<file path="config.mk">
export PLATFORM = sky130hd
export DESIGN_NAME = mem_port_arbiter
export DESIGN_NICKNAME = d
export VERILOG_FILES = /design/src/rtl/mem_port_arbiter.sv
export SDC_FILE = /design/constraint.sdc
export NUM_CORES = 1
export LEC_CHECK = 0
export BUFFER_PORTS_ARGS = -buffer_cell sky130_fd_sc_hd__buf_2
export CAP_MARGIN = 20
export CELL_PAD_IN_SITES_DETAIL_PLACEMENT = 1
export CELL_PAD_IN_SITES_GLOBAL_PLACEMENT = 1
export CORE_ASPECT_RATIO = 1.1
export CORE_MARGIN = 8
export CORE_UTILIZATION = 16
export CTS_BUF_LIST = sky130_fd_sc_hd__clkbuf_4 sky130_fd_sc_hd__clkbuf_8
export DETAILED_ROUTE_END_ITERATION = 10
export GPL_ROUTABILITY_DRIVEN = 1
export PLACE_DENSITY = 0.86
export SLEW_MARGIN = 20
export SYNTH_ARGS = -nofsm -noshare
export SYNTH_HDL_FRONTEND = slang
export SYNTH_SLANG_ARGS = --single-unit
</file>
<file path="constraint.sdc">
create_clock -name clk -period 2 [get_ports clk]
set_clock_uncertainty 0.1 [all_clocks]
set_input_delay 0.6 -clock clk [delete_from_list [all_inputs] [get_ports clk]]
set_output_delay 0.6 -clock clk [all_outputs]
set_load 0.05 [all_outputs]
</file>
<file path="src/rtl/mem_port_arbiter.sv">
// mem_port_arbiter: shares one memory port between IF and LS, one transaction at a time.
// MEMARB_RR_EN selects round-robin arbitration instead of LS priority with an IF starvation limit.
module mem_port_arbiter #(
   parameter int AW           = 32,
   parameter int DW           = 32,
   parameter int STARVE_LIMIT = 4
) (
   input  logic            clk,
   input  logic            rst_n,
   input  logic            if_req,
   input  logic [AW-1:0]   if_addr,
   output logic [DW-1:0]   if_rdata,
   output logic            if_ack,
   input  logic            ls_req,
   input  logic            ls_we,
   input  logic [DW/8-1:0] ls_be,
   input  logic [AW-1:0]   ls_addr,
   input  logic [DW-1:0]   ls_wdata,
   output logic [DW-1:0]   ls_rdata,
   output logic            ls_ack,
   output logic            mem_req,
   output logic            mem_we,
   output logic [DW/8-1:0] mem_be,
   output logic [AW-1:0]   mem_addr,
   output logic [DW-1:0]   mem_wdata,
   input  logic [DW-1:0]   mem_rdata,
   input  logic            mem_ready,
   output logic            mem_sel,
   output logic            busy
);
   typedef enum logic {IDLE, BUSY} state_t;
   state_t state;
   logic   gnt;
   logic   pick;
`ifdef MEMARB_RR_EN
   logic last_gnt;
   assign pick = (if_req && ls_req) ? ~last_gnt : ls_req;
`else
   localparam int CW = $clog2(STARVE_LIMIT + 1);
   localparam logic [CW-1:0] LIM = CW'(STARVE_LIMIT);
   logic [CW-1:0] starve_cnt;
   assign pick = (if_req && ls_req) ? (starve_cnt != LIM) : ls_req;
`endif
   always_ff @(posedge clk or negedge rst_n) begin
      if (!rst_n) begin
         state <= IDLE;
         gnt   <= 1'b0;
`ifdef MEMARB_RR_EN
         last_gnt <= 1'b1;
`else
         starve_cnt <= '0;
`endif
      end else if (state == IDLE) begin
         if (if_req || ls_req) begin
            state <= BUSY;
            gnt   <= pick;
`ifdef MEMARB_RR_EN
            last_gnt <= pick;
`else
            starve_cnt <= (!pick || !if_req) ? '0 :
                          (starve_cnt == LIM) ? LIM : starve_cnt + 1'b1;
`endif
         end
      end else if (mem_ready) begin
         state <= IDLE;
      end
   end
   assign busy      = (state == BUSY);
   assign mem_req   = busy;
   assign mem_sel   = busy & gnt;
   assign mem_we    = mem_sel & ls_we;
   assign mem_be    = mem_sel ? ls_be : '1;
   assign mem_addr  = mem_sel ? ls_addr : if_addr;
   assign mem_wdata = mem_sel ? ls_wdata : '0;
   assign if_ack    = busy & mem_ready & ~gnt;
   assign ls_ack    = busy & mem_ready & gnt;
   assign if_rdata  = mem_rdata;
   assign ls_rdata  = mem_rdata;
endmodule

</file>
==> impl_metrics.ini <==
[global_route]
grt_pass1_wl_um = 9880
grt-ovfl-total = 0
grt_max_degree = 44
grt_usage_pct = 9.42
grt_pass1_vias = 1892
antenna_found_initial = 0

[outcome]
outcome = finished, violations left
failed_checks = negative setup slack

[floorplanning]
die_h_um = 120
die-area_um2 = 13200
rows = 38
start_util_pct = 16.2
core_um2 = 9700
die_w_um = 110
pin_count = 276

[synthesis]
syn_area_um2 = 1570
ys_types = 25
ys_seq_area_share_pct = 7.99
yosysTopAreaCell = buf_4
synth-seq-cells = 5
yosys_warnings = 0
synthCells = 175
yosys.area.top_type_share_pct = 31.2
synth_top_cells_by_area = buf_4 31%, mux2_4 24%, and3_1 12%, dfrtp_1 8.0%, buf_12 5.1%
syn_nets = 315
avgSynthCellArea_um2 = 8.95

[routing]
drt_pass1_iterations = 4
viasPerCell = 4.03
drtAntennaViolNets = 0
wl_per_cell_um = 17.1
num_vias = 1642
drt_iter0_drc = 16
drc_errors = 0
dr_wl_met3_um = 1390
met2_length_um = 3300
met1Wirelength_um = 2190
top_layer_used = met4
wirelength_um = 6950

[power_and_ir_drop]
powerDensity_nw_per_um2 = 872
p_sw_uw = 1170
leakage_uw = 0.00141
ir_drop_mv = 0.352
p_sw_share_pct = 56.3
p_int_uw = 910
pwr-share-comb_pct = 84.1
fin_total_pwr_uw = 2080
p_seq_share_pct = 6.1
p_clk_share_pct = 9.8

[cells_and_area]
final_core_utilization_pct = 24.6
fillers = 1161
syn_to_final_growth_pct = 52.5
layout-drive-gt1-share_pct = 82.2
final_cells = 407
antenna_cells = 0
final_nets = 428

[critical_path]
end_kind = output port
cp-start-kind = flip-flop
path_class = flip-flop to output port
cp_max_fo = 10
crit_arrival_ps = 1440
cp.required_ps = 1300

[clock_network]
clk-insertion-delay-late_ps = 220
h-tree-depth = 1
cts_buffers = 3
cts_sinks = 5
post_cts_buffers = 0
cts_tree = yes
cts_root_buf = clkbuf_8
cts_buffer_depth = 2
clk_pin_slew_ps = 40

[timing]
finalSetupViolCount = 62
max_freq_ghz = 0.467
max_slew.worst_pin.slew_ps = 397
slew_violations = 0
hold_viol = 0
period_share_pct = 107
rsz0062_at_grt = yes
layout_setup_ws_ps = -143
fin_crit_ps = 2140
relSlewSlack_pct = 73.3

[placement]
gp_congestion = 0.730
place_inst = 402
hpwl_um = 5730
portBuffers = 179

[worst_hold_path]
hold_class = input pin to async pin

[run]
maxCapViolations = 0
## synthesized netlist by cell type
| cell type | instances |
|---|---|
| and2_4 | 1 |
| nor2b_1 | 2 |
| mux2_2 | 7 |
| buf_12 | 4 |
| ha_1 | 2 |
| buf_4 | 65 |
| a32o_1 | 1 |
| mux2_4 | 25 |
| nand2b_1 | 4 |
| a21boi_0 | 1 |
| nand2_1 | 5 |
| and3_2 | 3 |
| o31a_1 | 1 |
| nor2_1 | 2 |
| clkbuf_1 | 6 |
| a21oi_1 | 1 |
| buf_2 | 1 |
| inv_1 | 3 |
| dfrtp_1 | 5 |
| nand3_1 | 1 |
| o21bai_1 | 1 |
| nor3b_1 | 1 |
| and3_1 | 31 |
| o32a_1 | 1 |
| o21ai_0 | 1 |
## path summary, 6_finish.rpt
check                                                from                   endpoint  slack [ps]  cells after the start
worst max-delay path                       busy$_DFF_PN0_                mem_addr[4]        -140                      4
worst min-delay path                                rst_n  starve_cnt[0]$_DFFE_PN0P_          90                      1
max in group asynchronous                           rst_n             busy$_DFF_PN0_        1560                      1
worst max register to register  starve_cnt[0]$_DFFE_PN0P_  starve_cnt[0]$_DFFE_PN0P_         590                      5
min in group clk                starve_cnt[2]$_DFFE_PN0P_  starve_cnt[2]$_DFFE_PN0P_         440                      2
worst min register to register  starve_cnt[2]$_DFFE_PN0P_  starve_cnt[2]$_DFFE_PN0P_         440                      2
## what timing repair did
| item | 4_1_cts | 5_1_grt |
|---|---|---|
| hold endpoints to repair | 0 | 0 |
| hold buffers | 0 | 0 |
| resized for setup | 72 | 1 |
| endpoints found under the setup margin | 71 | 68 |
| pin swaps | 0 | 1 |
| gates cloned | 1 | 0 |
## stage by stage
stage / setup slack (ps) / instance area [µm²] / setup TNS, ps / hold slack [ps]
6_report: -143 / 2390 / -4910 / 87.1
5_1_grt: -192 / 2390 / -9540 / 84.3
4_1_cts: -156 / 2380 / -7390 / 85.7
3_5_place_dp: 36.1 / 2090 / 0 / 324
3_3_place_gp: 46.2 / 2090 / 0 / 319
2_1_floorplan: -133 / 1600 / -3320 / 204
## power by group through the flow
stage               Sequential (µW)  Combinational, µW  Clock (µW)
floorplan                       141               1590           0
global placement                127               1530           0
detailed placement              129               1560           0
CTS                             128               1760         209
global route                    131               1830         218
finish                          128               1750         203
## metal layers
metal / vias up / track usage (%)
li1: 752 / -
met5: - / 0
met1: 708 / 8.89
met2: 176 / 15.5
met4: 0 / 2.50
met3: 6 / 7.24
## sequential cells by signal, indices dropped and copies added, names as in the netlist
register and flops:
busy 1, gnt 1, starve_cnt 3
## cell usage in the layout, fill, tap and decap left out, types with 2 or more instances in the layout
cell      instances
and3_1           21
and3_2           10
and3_4            3
buf_2           143
buf_4             5
buf_6            32
buf_8             2
clkbuf_8          3
dfrtp_1           4
ha_1              2
inv_1             3
mux2_2            7
mux2_4           25
nand2_1           5
nand2b_1          4
nor2b_1           2
## layout make-up
class / count / area (µm²) / share of cell area (%)
Inverter: 3 / 11.3 / 0.471
Tap cell: 120 / 150 / 6.29
Timing Repair Buffer: 184 / 1190 / 49.9
Sequential cell: 5 / 126 / 5.29
Multi-Input combinational cell: 91 / 861 / 36.0
Clock buffer: 4 / 48.8 / 2.04
## logic make-up after synthesis
kind of cell	share of synthesized area, %
DFF	7.99
adders and majority gates	1.60
AOI/OAI and AO/OA	3.43
muxes	29.0
buffers and inverters	38.7
and+or+nand+nor	19.2
## worst max-delay path: stages (launching register included)
cell,delay [ps]
dfrtp_2,350
and2_4,200
buf_8,150
mux2_2,350
buf_6,160
(Power assumes the default switching activity.)
